## src/rtl/dual_slope_counter_if.sv

```systemverilog
// rtl/dual_slope_counter_if.sv - Signal bundle between the dual-slope control FSM and the counting datapath
interface dual_slope_counter_if #(
    parameter int WIDTH = 12
);
    logic [2:0]       ch;
    logic             Vint_z;
    logic             result_ack;
    logic             en_3;
    logic [WIDTH-1:0] result;
    logic             result_valid;
    logic             overrange;

    // Control FSM, comparator and result consumer side
    modport master (
        output ch, Vint_z, result_ack,
        input  en_3, result, result_valid, overrange
    );

    // Counting datapath side
    modport slave (
        input  ch, Vint_z, result_ack,
        output en_3, result, result_valid, overrange
    );
endinterface

```

## src/rtl/dual_slope_counter.sv

```systemverilog
// rtl/dual_slope_counter.sv - Dual-slope ADC counting datapath (optional saturation via DSC_OVERRANGE_EN)
module dual_slope_counter #(
    parameter int N_INT = 1000,
    parameter int WIDTH = 12
) (
    input  logic                clk,
    input  logic                reset,
    dual_slope_counter_if.slave bus
);
    // Integration window counter only needs to reach N_INT-1
    localparam int              IW        = (N_INT > 1) ? $clog2(N_INT) : 1;
    localparam logic [IW-1:0]   ICNT_LAST = IW'(N_INT - 1);

    // Switch-select codes from the control FSM
    localparam logic [2:0] CH_VM  = 3'b001;
    localparam logic [2:0] CH_REF = 3'b010;

`ifdef DSC_OVERRANGE_EN
    localparam logic [WIDTH-1:0] DCNT_MAX = '1;
`endif

    typedef enum logic [1:0] {
        IDLE  = 2'd0,
        INTEG = 2'd1,
        DEINT = 2'd2,
        DONE  = 2'd3
    } state_t;

    state_t           state_q, state_d;
    logic [IW-1:0]    icnt_q, icnt_d;
    logic [WIDTH-1:0] dcnt_q, dcnt_d;
    logic             en3_q, en3_d;
    logic [WIDTH-1:0] result_q, result_d;
    logic             valid_q, valid_d;
`ifdef DSC_OVERRANGE_EN
    logic             ovr_q, ovr_d;
`endif

    // Next-state and datapath decisions; en_3 is a one-period pulse so it defaults low
    always_comb begin
        state_d  = state_q;
        icnt_d   = icnt_q;
        dcnt_d   = dcnt_q;
        en3_d    = 1'b0;
        result_d = result_q;
        valid_d  = valid_q;
`ifdef DSC_OVERRANGE_EN
        ovr_d    = ovr_q;
`endif

        case (state_q)
            IDLE: begin
                icnt_d = '0;
                dcnt_d = '0;
                if (bus.ch == CH_VM) begin
                    state_d = INTEG;
                end
            end

            INTEG: begin
                // Vint_z is deliberately not looked at while integrating the input
                if (bus.ch == CH_VM || bus.ch == CH_REF) begin
                    if (icnt_q == ICNT_LAST) begin
                        en3_d   = 1'b1;
                        icnt_d  = '0;
                        dcnt_d  = '0;
                        state_d = DEINT;
                    end else begin
                        icnt_d = icnt_q + 1'b1;
                    end
                end else begin
                    icnt_d  = '0;
                    dcnt_d  = '0;
                    state_d = IDLE;
                end
            end

            DEINT: begin
                // ch still at CH_VM is the grace window while the FSM reacts to en_3
                if (bus.ch == CH_REF) begin
                    if (bus.Vint_z) begin
                        result_d = dcnt_q;
                        valid_d  = 1'b1;
`ifdef DSC_OVERRANGE_EN
                        ovr_d    = 1'b0;
`endif
                        dcnt_d   = '0;
                        state_d  = DONE;
                    end
`ifdef DSC_OVERRANGE_EN
                    else if (dcnt_q == DCNT_MAX) begin
                        result_d = DCNT_MAX;
                        valid_d  = 1'b1;
                        ovr_d    = 1'b1;
                        dcnt_d   = '0;
                        state_d  = DONE;
                    end
`endif
                    else begin
                        dcnt_d = dcnt_q + 1'b1;
                    end
                end else if (bus.ch != CH_VM) begin
                    icnt_d  = '0;
                    dcnt_d  = '0;
                    state_d = IDLE;
                end
            end

            DONE: begin
                // A new start request is ignored until the result has been taken
                if (bus.result_ack) begin
                    valid_d = 1'b0;
                    state_d = IDLE;
                end
            end

            default: begin
                icnt_d  = '0;
                dcnt_d  = '0;
                state_d = IDLE;
            end
        endcase
    end

    // State and output registers, cleared asynchronously by reset
    always_ff @(posedge clk or posedge reset) begin
        if (reset) begin
            state_q  <= IDLE;
            icnt_q   <= '0;
            dcnt_q   <= '0;
            en3_q    <= 1'b0;
            result_q <= '0;
            valid_q  <= 1'b0;
`ifdef DSC_OVERRANGE_EN
            ovr_q    <= 1'b0;
`endif
        end else begin
            state_q  <= state_d;
            icnt_q   <= icnt_d;
            dcnt_q   <= dcnt_d;
            en3_q    <= en3_d;
            result_q <= result_d;
            valid_q  <= valid_d;
`ifdef DSC_OVERRANGE_EN
            ovr_q    <= ovr_d;
`endif
        end
    end

    assign bus.en_3         = en3_q;
    assign bus.result       = result_q;
    assign bus.result_valid = valid_q;
`ifdef DSC_OVERRANGE_EN
    assign bus.overrange    = ovr_q;
`else
    assign bus.overrange    = 1'b0;
`endif

endmodule

```

## src/flat_wrapper.sv

```systemverilog
// flat-port wrapper written by rule: the top's interface ports become plain ports
module dual_slope_counter_flat 
#(
    parameter int N_INT = 1000,
    parameter int WIDTH = 12
)
  (clk, reset, bus_ch, bus_Vint_z, bus_result_ack, bus_en_3, bus_result, bus_result_valid, bus_overrange);
  dual_slope_counter_if #(.WIDTH(WIDTH)) bus_i ();
  input  logic clk;
  input  logic reset;
  input wire logic [$bits(bus_i.ch)-1:0] bus_ch;
  input wire logic [$bits(bus_i.Vint_z)-1:0] bus_Vint_z;
  input wire logic [$bits(bus_i.result_ack)-1:0] bus_result_ack;
  output wire logic [$bits(bus_i.en_3)-1:0] bus_en_3;
  output wire logic [$bits(bus_i.result)-1:0] bus_result;
  output wire logic [$bits(bus_i.result_valid)-1:0] bus_result_valid;
  output wire logic [$bits(bus_i.overrange)-1:0] bus_overrange;
  assign bus_i.ch = bus_ch;
  assign bus_i.Vint_z = bus_Vint_z;
  assign bus_i.result_ack = bus_result_ack;
  assign bus_en_3 = bus_i.en_3;
  assign bus_result = bus_i.result;
  assign bus_result_valid = bus_i.result_valid;
  assign bus_overrange = bus_i.overrange;
  dual_slope_counter #(.N_INT(N_INT), .WIDTH(WIDTH)) u_core (.clk(clk), .reset(reset), .bus(bus_i));
endmodule
```

## config.mk

```make
export PLATFORM = sky130hd
export DESIGN_NAME = dual_slope_counter_flat
export DESIGN_NICKNAME = d
export VERILOG_FILES = /design/src/rtl/dual_slope_counter_if.sv /design/src/rtl/dual_slope_counter.sv /design/src/flat_wrapper.sv
export SDC_FILE = /design/constraint.sdc
export NUM_CORES = 1
export LEC_CHECK = 0
export ABC_AREA = 0
export CORE_UTILIZATION = 48
export DETAILED_ROUTE_END_ITERATION = 10
export GPL_ROUTABILITY_DRIVEN = 0
export PLACE_DENSITY = 0.67
export SETUP_SLACK_MARGIN = 0.1
export SLEW_MARGIN = 20
export SYNTH_ARGS = -nofsm -noshare
export SYNTH_HDL_FRONTEND = slang
export SYNTH_SLANG_ARGS = --single-unit
```

## constraint.sdc

```tcl
create_clock -name clk -period 4.9 [get_ports clk]
set_input_delay 0.735 -clock clk [delete_from_list [all_inputs] [get_ports clk]]
set_output_delay 0.735 -clock clk [all_outputs]
set_load 0.1 [all_outputs]
```

After elaboration in Yosys (flattened, before gate mapping). Index checks and enable logic that the tools add are counted.

Word-level logic and storage cells: 59. Output and inout bits: 15. Flip-flop bits (word level): 38. Input bits: 7.

Equal/unequal tests: 16. Add/subtract/negate cells: 2. Mux-type cells: 26. Reductions and logical operators: 9.

Operator list (number): 12-bit 2-to-1 mux (5); 10-bit 2-to-1 mux (4); 12-bit one-hot mux with 3 select lines (1); 10-bit one-hot mux with 3 select lines (1); 2-bit 2-to-1 mux (7); 12-bit by 1-bit adder with 12-bit output, second input constant (1); 10-bit by 1-bit adder with 10-bit output, second input constant (1); 10-bit == test, second input constant (1); 3-bit AND reduction (3); 2-bit one-hot mux with 4 select lines (1); 1-bit 2-to-1 mux (6); 2-bit by 1-bit != test with 1-bit output, second input constant (3); 2-bit != test, second input constant (3); 3-bit by 1-bit != test with 1-bit output, second input constant (2); 3-bit != test, second input constant (2); 5-bit AND reduction (1); 2-bit == test, second input constant (2); 4-bit AND reduction (1); 3-bit by 1-bit == test with 1-bit output, second input constant (1); 3-bit by 2-bit == test with 1-bit output, second input constant (1); 3-bit nonzero test (1); 2-bit by 1-bit == test with 1-bit output, second input constant (1); 2-bit zero test (1); 1-bit one-hot mux with 2 select lines (1); other kinds (2) (2).

Longest topological paths before layout. Gate-level depths: netlist (run 1).

Word-level depth: 4. Mapped depth: 6. Mapped depth without buffers: 5.

Worst setup path after synthesis (run 1). Ideal clock, no wire load.

Kind: input-to-reg. From: input port bus_ch[0]. To: register u_core.result_q[10], in the netlist u_core.bus.result[10]. Setup time: 0.125 ns. Buffers on the path: 1. Setup slack: 2.650 ns. Data required time: 4.775 ns. Stages on the path: 4. Arrival time: 2.125 ns. Path through: or4b_1 > nor2_1 > buf_4 > mux2_2.

Cells in the longest elaborated chain, start to end: 2.

Ends and longest elaborated chain: start, declared (RTL line flat_wrapper.sv:11) `input wire logic [$bits(bus_i.ch)-1:0] bus_ch;`; 3-bit by 2-bit == test with 1-bit output (RTL line dual_slope_counter.sv:80) `if (bus.ch == CH_REF) begin`; 3-bit AND reduction (no line); end signal, assigned (RTL line dual_slope_counter.sv:142) `result_q <= result_d;`; end, declared (RTL line dual_slope_counter.sv:33) `logic [WIDTH-1:0] result_q, result_d;`.

Every way passes these cells. A chain may end at the register's enable or synchronous reset.

Worst setup path in the final report (run 1).
From: input port bus_ch[2]. To: register u_core.result_q[11], in the netlist u_core.bus.result[11].

The elaborated chain is that of the path after synthesis.

==> results.py, run 1 <==
metrics = {
    "synthesis": {
        "syn_avg_cell_area_sq_um": 10.63,
        "ys_async_sr_fraction_pct": 100.0,
        "synth.distinct_cells": 49,
        "synth_ff_type": "dfrtp_1",
        "syn_nets": 188,
        "synth_commonest_cells": "dfrtp_1 (38), nand2_1 (12), mux2_2 (10), nor2_1 (10)",
        "yosysWarnings": 0,
        "synth.most_common_cell": "dfrtp_1",
        "synth_edf_count": 0,
        "syn_inst": 179,
        "seq_area_frac_synth_pct": 49.97,
        "ys_ff_latch": 38,
        "synth_top_cell_by_area": "dfrtp_1",
        "synthTopCellsByArea": "dfrtp_1 (50%), mux2_2 (5.9%), a31oi_1 (2.6%)",
        "syn-cell-area_sq_mm": 0.001903,
        "synth_top_area_share_pct": 49.97,
    },
    "die": {
        "design.die.area_sq_mm": 0.004220,
        "num_rows": 22,
        "boundaryPins": 22,
        "start_util_pct": 50.84,
        "die_w_um": 64.97,
        "fp.dieH_um": 64.97,
        "coreArea_sq_mm": 0.003744,
    },
    "routing": {
        "drc": 0,
        "wl_met2_um": 1662,
        "vias": 1494,
        "final_antenna_net_count": 0,
        "avgRoutedWirePerCell_um": 15.40,
        "routed.top_layer": "met4",
        "wl_met1_um": 1866,
        "wl_met3_um": 222,
        "drt_iter0_markers": 149,
        "drtPass1Iterations": 4,
        "avgViaCountPerCell": 6.024,
        "wirelength_um": 3818,
    },
    "layout": {
        "regArea_sq_um": 950.9,
        "drive_gt1_share_pct": 12.00,
        "area_growth_pct": 19.99,
        "final_util_pct": 61.00,
        "multiInputGateArea_sq_um": 910.9,
        "fin_nets": 208,
        "fill_cells": 315,
        "antenna_cells": 0,
    },
    "worst_setup_path": {
        "crit_slowest_cell": "or4b_1",
        "cp_cell_sequence": "clkdlybuf4s50_1 -> or4b_1 -> nor2_2 -> mux2_2",
        "worstPathArrival_ns": 2.89,
        "start_kind": "input port",
        "critical_path_class": "input port to register",
        "required_ns": 5.08,
        "crit_fanout": 14,
        "end_kind": "register",
        "critPathMaxStageDelay_ns": 0.61,
    },
    "clock_tree": {
        "cts_tree": "built",
        "cts_max_path_buffers": 2,
        "cts_sinks": 38,
        "cts_setup_buffers": 0,
        "cts_inserted_buffers": 5,
        "htreeDepth": 2,
        "hold_buffers": 0,
        "root_buffer": "clkbuf_8",
        "path_clk_slew_ns": 0.08,
        "ctsResizeCount": 0,
        "insertion_delay_ns": 0.29,
    },
    "global_routing": {
        "grt_pass1_vias": 1456,
        "antenna_found_initial": 0,
        "grt-ovfl-total": 0,
        "grt_max_degree": 39,
        "grt_pass1_wl_um": 6734,
        "grt_usage_pct": 21.42,
    },
    "pwr": {
        "leakage_nw": 1.025,
        "power_density_mw_per_mm2": 294.3,
        "ir_drop_v": 0.0001784,
    },
    "flow_run": {
        "drv_cap": 0,
    },
    "place": {
        "place_ws_ns": 1.592,
        "hpwl_um": 2592,
        "numPortBuffers": 20,
    },
    "sta": {
        "finalSetupViolCount": 0,
        "rsz0062_at_grt": "false",
        "hold-worst-slack_ns": 0.4808,
        "hold_violations": 0,
        "maxSlewHeadroom_pct": 35.13,
        "clock_skew_ns": 0.005767,
        "layout_min_cycle_time_ns": 2.708,
        "tightest_slew_ns": 0.9700,
        "worst_slack_ns": 2.192,
        "setup_tns_ns": 0,
        "max_freq_mhz": 369.3,
        "slew_violations": 0,
        "period_share_pct": 55.26,
    },
    "run_status": {
        "status": "completed",
    },
    "worst_hold_path": {
        "hp-class": "register to register",
    },
}
==> critical path: cells and delay by family <==
family / cells / cell delay, ns
and+or+nand+nor: 2 / 1.21
buffers and inverters: 1 / 0.52
muxes: 1 / 0.41
==> final timing paths <==
check,startpoint,endpoint,depth (start not counted),slack [ns]
max reg2reg,u_core.state_q[0],u_core.bus.result[11],3,2.74
min,u_core.icnt_q[9],u_core.icnt_q[9],1,0.48
min in group asynchronous,reset,u_core.icnt_q[7],3,0.85
max in group asynchronous,reset,u_core.dcnt_q[10],3,3.73
max,bus_ch[2],u_core.bus.result[11],4,2.19
min reg2reg,u_core.icnt_q[9],u_core.icnt_q[9],1,0.48
==> registers in the layout, indices dropped and copies added, names as in the netlist <==
name                     count
u_core.bus.en_3              1
u_core.bus.result           12
u_core.bus.result_valid      1
u_core.dcnt_q               12
u_core.icnt_q               10
u_core.state_q               2
==> layout by cell type, fill, tap and decap left out, types with 4 or more instances in the layout <==
cell type,count
and3_1,5
nor2_1,9
o21ai_0,7
nor3_1,5
a22o_1,4
nand2_1,12
mux2_2,10
clkdlybuf4s50_1,20
clkbuf_8,6
nand3_1,8
nand4_1,5
a31oi_1,8
dfrtp_1,38
==> layout make-up <==
type	instances	area share (%)
flip-flops and latches	38	41.64
multi-input cells	130	39.89
repair buffers	21	9.096
clock buffers	6	3.616
clock inverters	2	2.630
well taps	48	2.630
inverters	3	0.4932
==> power breakdown <==
group	internal (mW)	total (mW)	switching (mW)
combinational	0.00918	0.0266	0.0174
sequential	0.314	0.316	0.00151
clock	0.217	0.330	0.112
==> logic make-up (layout without fill, tap and decap cells) <==
family,after synthesis,in the layout,synth area share (%)
AOI/OAI and AO/OA,45,45,17.62
buffers and inverters,11,32,2.629
and+or+nand+nor,65,65,18.74
adders and majority gates,2,2,1.315
DFF,38,38,49.97
muxes,14,14,8.153
other,1,1,0.1970
xor gates and xnor gates,3,3,1.381
==> through the flow <==
step	power, mW	area (sq um)	cells
after global routing	0.6948	2283	248
final	0.6719	2283	248
after global placement	0.3478	2132	240
after floorplan	0.3385	1903	179
after CTS	0.6801	2281	248
after detailed placement	0.3486	2138	240
==> layer usage <==
layer	global-route usage, %	up-vias
li1	-	720
met1	30.09	714
met2	30.60	53
met3	5.634	7
met4	10.00	0
met5	0	-
(Power assumes the default switching activity.)
==> run 2: changes to the inputs <==
==> constraint.sdc (replaced) <==
create_clock -name clk -period 2.7 [get_ports clk]
set_input_delay 0.405 -clock clk [delete_from_list [all_inputs] [get_ports clk]]
set_output_delay 0.405 -clock clk [all_outputs]
set_load 0.1 [all_outputs]
==> run 2 against run 1 <==
Effect of this change:
- combinational power is 80% higher
- largest power group is now sequential cells
- final cell count is 1.6% higher
- sequential share of layout area is 1.1 points higher
- via count is 2.7% higher
- worst setup slack worse by 1.6 ns
- register-to-register slack worse by 2.0 ns
- largest cell class unchanged
==> results.py, run 2 (synthesis results as in run 1) <==
metrics = {
    "layout": {
        "final_util_pct": 59.36,
        "area_growth_pct": 16.77,
        "antenna_cells": 0,
        "multiInputGateArea_sq_um": 902.1,
        "final_cell_mix": "dfrtp_1 (38), buf_4 (19), nand2_1 (12), nor2_1 (10), mux2_2 (10)",
        "fin_nets": 212,
        "drive_gt1_share_pct": 19.61,
        "fill_cells": 346,
        "final_common_cell": "dfrtp_1",
        "regArea_sq_um": 950.9,
    },
    "die": {
        "fp.dieH_um": 64.97,
        "num_rows": 22,
        "boundaryPins": 22,
        "design.die.area_sq_mm": 0.004220,
        "die_w_um": 64.97,
        "coreArea_sq_mm": 0.003744,
        "start_util_pct": 50.84,
    },
    "run_status": {
        "status": "completed",
    },
    "sta": {
        "max_freq_mhz": 468.3,
        "slew_violations": 0,
        "hold_violations": 0,
        "setup_tns_ns": 0,
        "layout_min_cycle_time_ns": 2.135,
        "clock_skew_ns": 0.004107,
        "finalSetupViolCount": 0,
        "period_share_pct": 79.09,
        "rsz0062_at_grt": "false",
    },
    "clock_tree": {
        "cts_sinks": 38,
        "hold_buffers": 0,
        "root_buffer": "clkbuf_8",
        "cts_tree": "built",
        "cts_inserted_buffers": 5,
        "cts_max_path_buffers": 2,
        "insertion_delay_ns": 0.30,
        "ctsResizeCount": 0,
        "cts_setup_buffers": 0,
        "htreeDepth": 2,
        "path_clk_slew_ns": 0.07,
    },
    "worst_setup_path": {
        "critPathMaxStageDelay_ns": 0.64,
        "crit_slowest_cell": "or4b_1",
        "worstPathArrival_ns": 2.37,
        "critical_path_class": "input port to register",
        "cp_cell_sequence": "clkdlybuf4s50_1 -> xnor2_1 -> or4b_1 -> nor2_1 -> a221o_1",
        "reg2reg_slack_ns": 0.77,
        "end_kind": "register",
        "crit_fanout": 8,
        "start_kind": "input port",
        "required_ns": 2.93,
    },
    "global_routing": {
        "grt_pass1_vias": 1385,
        "grt-ovfl-total": 0,
        "grt_max_degree": 39,
        "grt_usage_pct": 20.98,
        "grt_pass1_wl_um": 6610,
        "antenna_found_initial": 0,
    },
    "routing": {
        "drc": 0,
        "drtPass1Iterations": 4,
        "wl_met3_um": 240,
        "avgRoutedWirePerCell_um": 15.37,
        "wl_met1_um": 1892,
        "drt_iter0_markers": 95,
        "wirelength_um": 3873,
        "wl_met2_um": 1679,
        "final_antenna_net_count": 0,
        "avgViaCountPerCell": 6.087,
        "routed.top_layer": "met4",
        "vias": 1534,
    },
    "place": {
        "numPortBuffers": 20,
        "hpwl_um": 2626,
    },
    "pwr": {
        "power_density_mw_per_mm2": 462.8,
        "leakage_nw": 1.050,
        "ir_drop_v": 0.0002347,
    },
    "worst_hold_path": {
        "hp-class": "register to register",
    },
    "flow_run": {
        "drv_cap": 0,
    },
}
## run 2: cell types whose count changed in the layout (fill, tap and decap cells not counted)
| cell | previous run | this run |
|---|---|---|
| nor2_1 | 9 | 10 |
| bufinv_16 | 2 | 0 |
| nor2_2 | 1 | 0 |
| nor4b_2 | 1 | 0 |
| buf_4 | 1 | 19 |
| clkinv_2 | 0 | 1 |
| clkdlybuf4s50_1 | 20 | 6 |
| nor4b_1 | 0 | 1 |
| clkinvlp_4 | 0 | 1 |
## run 2: worst max-delay path, delay by kind of cell
| kind | cells | cell delay [ns] |
|---|---|---|
| AO/OA/AOI/OAI | 1 | 0.22 |
| XOR/XNOR | 1 | 0.13 |
| buffers and inverters | 1 | 0.57 |
| AND/OR/NAND/NOR | 2 | 1.04 |
## run 2: area by class of cell
class,instances,share of cell area (%)
Sequential cell,38,42.79
Clock buffer,6,3.716
Timing Repair Buffer,25,9.122
Tap cell,48,2.703
Multi-Input combinational cell,130,40.60
Clock inverter,2,0.5631
Inverter,3,0.5068
## run 2: through the flow
step / area [sq um] / setup WS [ns] / power, mW / instances / hold WS (ns)
floorplan: 1903 / 0.7373 / 0.6143 / 179 / 0.4469
global placement: 2127 / 0.3389 / 0.6314 / 244 / 0.4762
detailed placement: 2127 / 0.2686 / 0.6332 / 244 / 0.4822
CTS: 2222 / 0.5761 / 1.041 / 252 / 0.4976
global route: 2222 / 0.4627 / 1.067 / 252 / 0.5112
finish: 2222 / 0.5647 / 1.028 / 252 / 0.4982
## run 2: final timing paths
| path | from | to | depth (start not counted) |
|---|---|---|---|
| worst max-delay path | bus_ch[0] | u_core.icnt_q[5] | 5 |
| worst min-delay path | u_core.bus.result_valid | u_core.bus.result_valid | 1 |
| worst max register to register | u_core.state_q[1] | u_core.icnt_q[5] | 3 |
| worst min register to register | u_core.bus.result_valid | u_core.bus.result_valid | 1 |
| max in group asynchronous | reset | u_core.bus.result[0] | 3 |
| min in group asynchronous | reset | u_core.dcnt_q[3] | 3 |
## run 2: power breakdown
part           total [mW]  leakage [nW]  internal, mW  switching, mW
combinational      0.0478         0.473        0.0169         0.0309
sequential          0.573         0.530         0.570        0.00279
clock               0.407        0.0472         0.205          0.202
## run 2: routing by layer
layer / track usage (%) / vias to the layer above
li1: - / 733
met5: 0 / -
met4: 8.889 / 0
met2: 29.56 / 57
met3: 5.986 / 6
met1: 29.93 / 738
==> RTL edit 1: new RTL, config.mk and constraints of run 2 <==
Reset style: synchronous (`reset`), changed in one clocked block. Comments in the files are not updated.
--- a/src/rtl/dual_slope_counter.sv
+++ b/src/rtl/dual_slope_counter.sv
@@ -123,7 +123,7 @@
     end
 
     // State and output registers, cleared asynchronously by reset
-    always_ff @(posedge clk or posedge reset) begin
+    always_ff @(posedge clk) begin
         if (reset) begin
             state_q  <= IDLE;
             icnt_q   <= '0;
Formal check against the unedited RTL: no difference found for any inputs over 10 cycles, from zero or initial values and one cycle with reset high; that may be too few to reach the edited logic, so the function may still have changed.
==> RTL edit 1 against run 2 <==
  * Sequential cell count unchanged
  * Utilization decreased by 0.88 points
  * Register-to-register slack got worse by 0.03 ns
  * Sequential power down 1%
  * Synthesized area decreased by 2.6%
  * Global-route usage fell by 2.3 points
  * Critical path depth did not move
  * Worst hold slack better by 0.0031 ns
  * Routed wire length is 9.6% lower
  * Total power increased by 2.8%
  * Setup slack gained 0.026 ns
  * Cell area fell by 2.9%
  * Combinational power rose by 3%
  * Count of clock-buffer cells in the layout rose by 2
==> RTL edit 1: results (changes against run 2) <==
insertion delay to the later sink of the worst-skew pair 0.28 ns (-0.02 ns); sequential cell count 38 (unchanged); sequential cell area 760.7 um^2 (-20%); RR Startpoint u_core.icnt_q[0]; layout cells sized above 1 19.91% (+0.30 points); Hold Startpoint u_core.bus.result[11]; Non-clock buffers 24 (-4.0%); Hold Crit Depth 2 (+1); clock buf count 8 (+2); XOR/XNOR share of the synthesized area 4.659% (+3.3 points); RR Endpoint u_core.dcnt_q[6]; #MultiIn Comb 149 (+15%); via count 1484 (-3.3%); WHS 0.5013 ns (+0.003124 ns); CP endpoint u_core.dcnt_q[3]; outcome complete, no violations; critical path peak fanout 16 (+8); YS warnings 0 (unchanged); largest net degree at the start of global routing 33 (-15%); VDD IR-drop max 311.0 uV (+33%); Fillers 343 (-0.87%); H-tree depth 2 (unchanged); TritonCTS buffer count 5 (unchanged); Non-clk invs 2 (-1); Synth cell types 45 (-8.2%); flop-to-flop setup slack 0.74 ns (-0.03 ns); Initial DRT Pass Iterations 4 (unchanged); area share of fa/ha/maj cells after synthesis 1.350% (+0.036 points); R2R depth 7 (+4); buffering overhead 9.049% (-0.073 points); Iter 0 DRT Violations 101 (+6.3%); Final Skew 0.006070 ns (+0.001963 ns); vias in the first global route 1339 (-3.3%); Synth Flop Type dfxtp_1; Post-CTS Resized 0 (unchanged); Net Count, Synth 209 (+11%); hold-critical path endpoint u_core.bus.result[11]; Synth top cells by count dfxtp_1, nor2_1, nand2_1; hpwl dp 2421 um (-7.8%); first-pass GRT wire length 6016 um (-9.0%); clk slew on worst S/H paths 0.07 ns (about the same); FFs w/ async S/R, synth 0% (-100 points); n_diodes 0 (unchanged); multiplexer share of the synthesized area 7.022% (-1.1 points); Tot GR Track Use 18.67% (-2.3 points); sequential share of the synthesized area 41.05% (-8.9 points); Synth Area in Compound Gates 16.81% (-0.81 points); Wirelength per Cell 13.01 um (-15%); top post-synthesis cells by area dfxtp_1, a311oi_2, mux2i_1; Leak 0.7981 nW (-24%); multi-input combinational area share 47.45% (+6.9 points); Final clock-cell share 5.104% (+0.83 points); final net count 229 (+8.0%)
RTL edit 1: per-layer routing:
layer | wire (um) | part of all wire (%) | GRT usage (%)
met1 | 1806 | 52 | 25.17
met3 | 134 | 3.8 | 5.357
met4 | 22 | 0.63 | 6.667
met2 | 1536 | 44 | 28.32
met5 | 0 | 0 | 0
RTL edit 1: worst max-delay path, stage by stage:
cell and delay [ns]:
clkdlybuf4s50_1 0.50, nor4b_2 0.35, and2_1 0.52, a41oi_1 0.21
a311oi_2 0.30
RTL edit 1: per-stage QoR:
stage / cell area, um^2 / cells / worst slack [ns]
after CTS: 2157 / 269 / 0.6084
after global routing: 2157 / 269 / 0.4557
after global placement: 2047 / 261 / 0.3953
after detailed placement: 2047 / 261 / 0.3109
final: 2157 / 269 / 0.5902
after floorplan: 1853 / 200 / 1.077
RTL edit 1: report_power, final:
group | internal (W) | switching, W
logic | 0.0000187 | 0.0000307
registers | 0.000562 | 0.00000360
clock network | 0.000258 | 0.000185
==> RTL edit 2: new RTL, settings of run 2 <==
Without the edit above. The option `DSC_OVERRANGE_EN` is turned on by a define.
--- a/src/rtl/dual_slope_counter.sv
+++ b/src/rtl/dual_slope_counter.sv
@@ -1,4 +1,6 @@
 // rtl/dual_slope_counter.sv - Dual-slope ADC counting datapath (optional saturation via DSC_OVERRANGE_EN)
+`define DSC_OVERRANGE_EN
+
 module dual_slope_counter #(
     parameter int N_INT = 1000,
     parameter int WIDTH = 12
Check against the original RTL: no difference found for any inputs over 10 cycles, from zero or initial values and one cycle with reset high; that may be too few to reach the edited logic, so the function may still have changed.
==> RTL edit 2 against run 2 <==
  * Cell count grew 13%
  * Synthesized area up 12%
  * Register-to-register slack got worse by 0.26 ns
  * Cell area grew 10%
  * First-iteration DRC count shrank 17%
  * Die area increased by 12%
  * Setup slack got worse by 0.051 ns
  * Clock skew is essentially flat
  * Routed wire length increased by 11%
  * Critical path type is now reg2reg
  * Sequential cell count rose by 1
Power is not compared: it rests on default switching activity, and its combinational part moved more than twofold at a synthesized area within 25%.
==> RTL edit 2: results (changes against run 2) <==
outcome complete, no violations; Non-Filler Instances 285 (+13%); Synth cell types 53 (+8.2%); area share of fa/ha/maj cells after synthesis 1.173% (-0.14 points); Synth Area in Compound Gates 17.18% (-0.44 points); R2R depth 6 (+3); hold-critical path endpoint u_core.bus.result[11]; Wirelength per Cell 15.10 um (-1.8%); slowest stage cell, crit path dfrtp_1; metal2 WL 2136 um (+27%); final net count 244 (+15%); WHS 0.5108 ns (+0.01256 ns); Fillers 366 (+5.8%); met1 Use GR 25.31% (-4.6 points); vias in the first global route 1653 (+19%); Synth top cells by count dfrtp_1, nand2_1, inv_1; sequential share of the synthesized area 45.75% (-4.2 points); Net Count, Synth 219 (+16%); DP Worst Slack 0.3043 ns (+0.03567 ns); Final Skew 0.003857 ns (-0.0002494 ns); flop-to-flop setup slack 0.51 ns (-0.26 ns); GRT met2 Usage 36.64% (+7.1 points); crit-path max cell delay 0.46 ns (-0.18 ns); Metal-1 WL 1995 um (+5.4%); largest net degree at the start of global routing 40 (+2.6%); crit path from u_core.dcnt_q[0]; insertion delay to the later sink of the worst-skew pair 0.28 ns (-0.02 ns)
RTL edit 2: cell count changes after synthesis, moves of 3 or more:
cell / run 2 / this run
a211o_1: 3 / 0
nand3_1: 8 / 13
nand2_1: 12 / 20
nand2b_1: 3 / 7
a22o_1: 4 / 0
buf_2: 1 / 4
a221o_1: 3 / 0
a31oi_1: 8 / 4
inv_1: 3 / 14
nor2_1: 10 / 5
mux2_2: 10 / 13
nor3_1: 5 / 1
o31ai_1: 0 / 4
a21oi_1: 3 / 13
RTL edit 2: final cells by class:
type	instances	area [um^2]	area share, %
Clock inverter	1	5.005	0.2042
Multi-Input combinational cell	147	1051	42.88
Inverter	15	56.30	2.297
Timing Repair Buffer	27	217.7	8.882
Tap cell	50	62.56	2.552
Clock buffer	6	82.58	3.369
Sequential cell	39	975.9	39.82
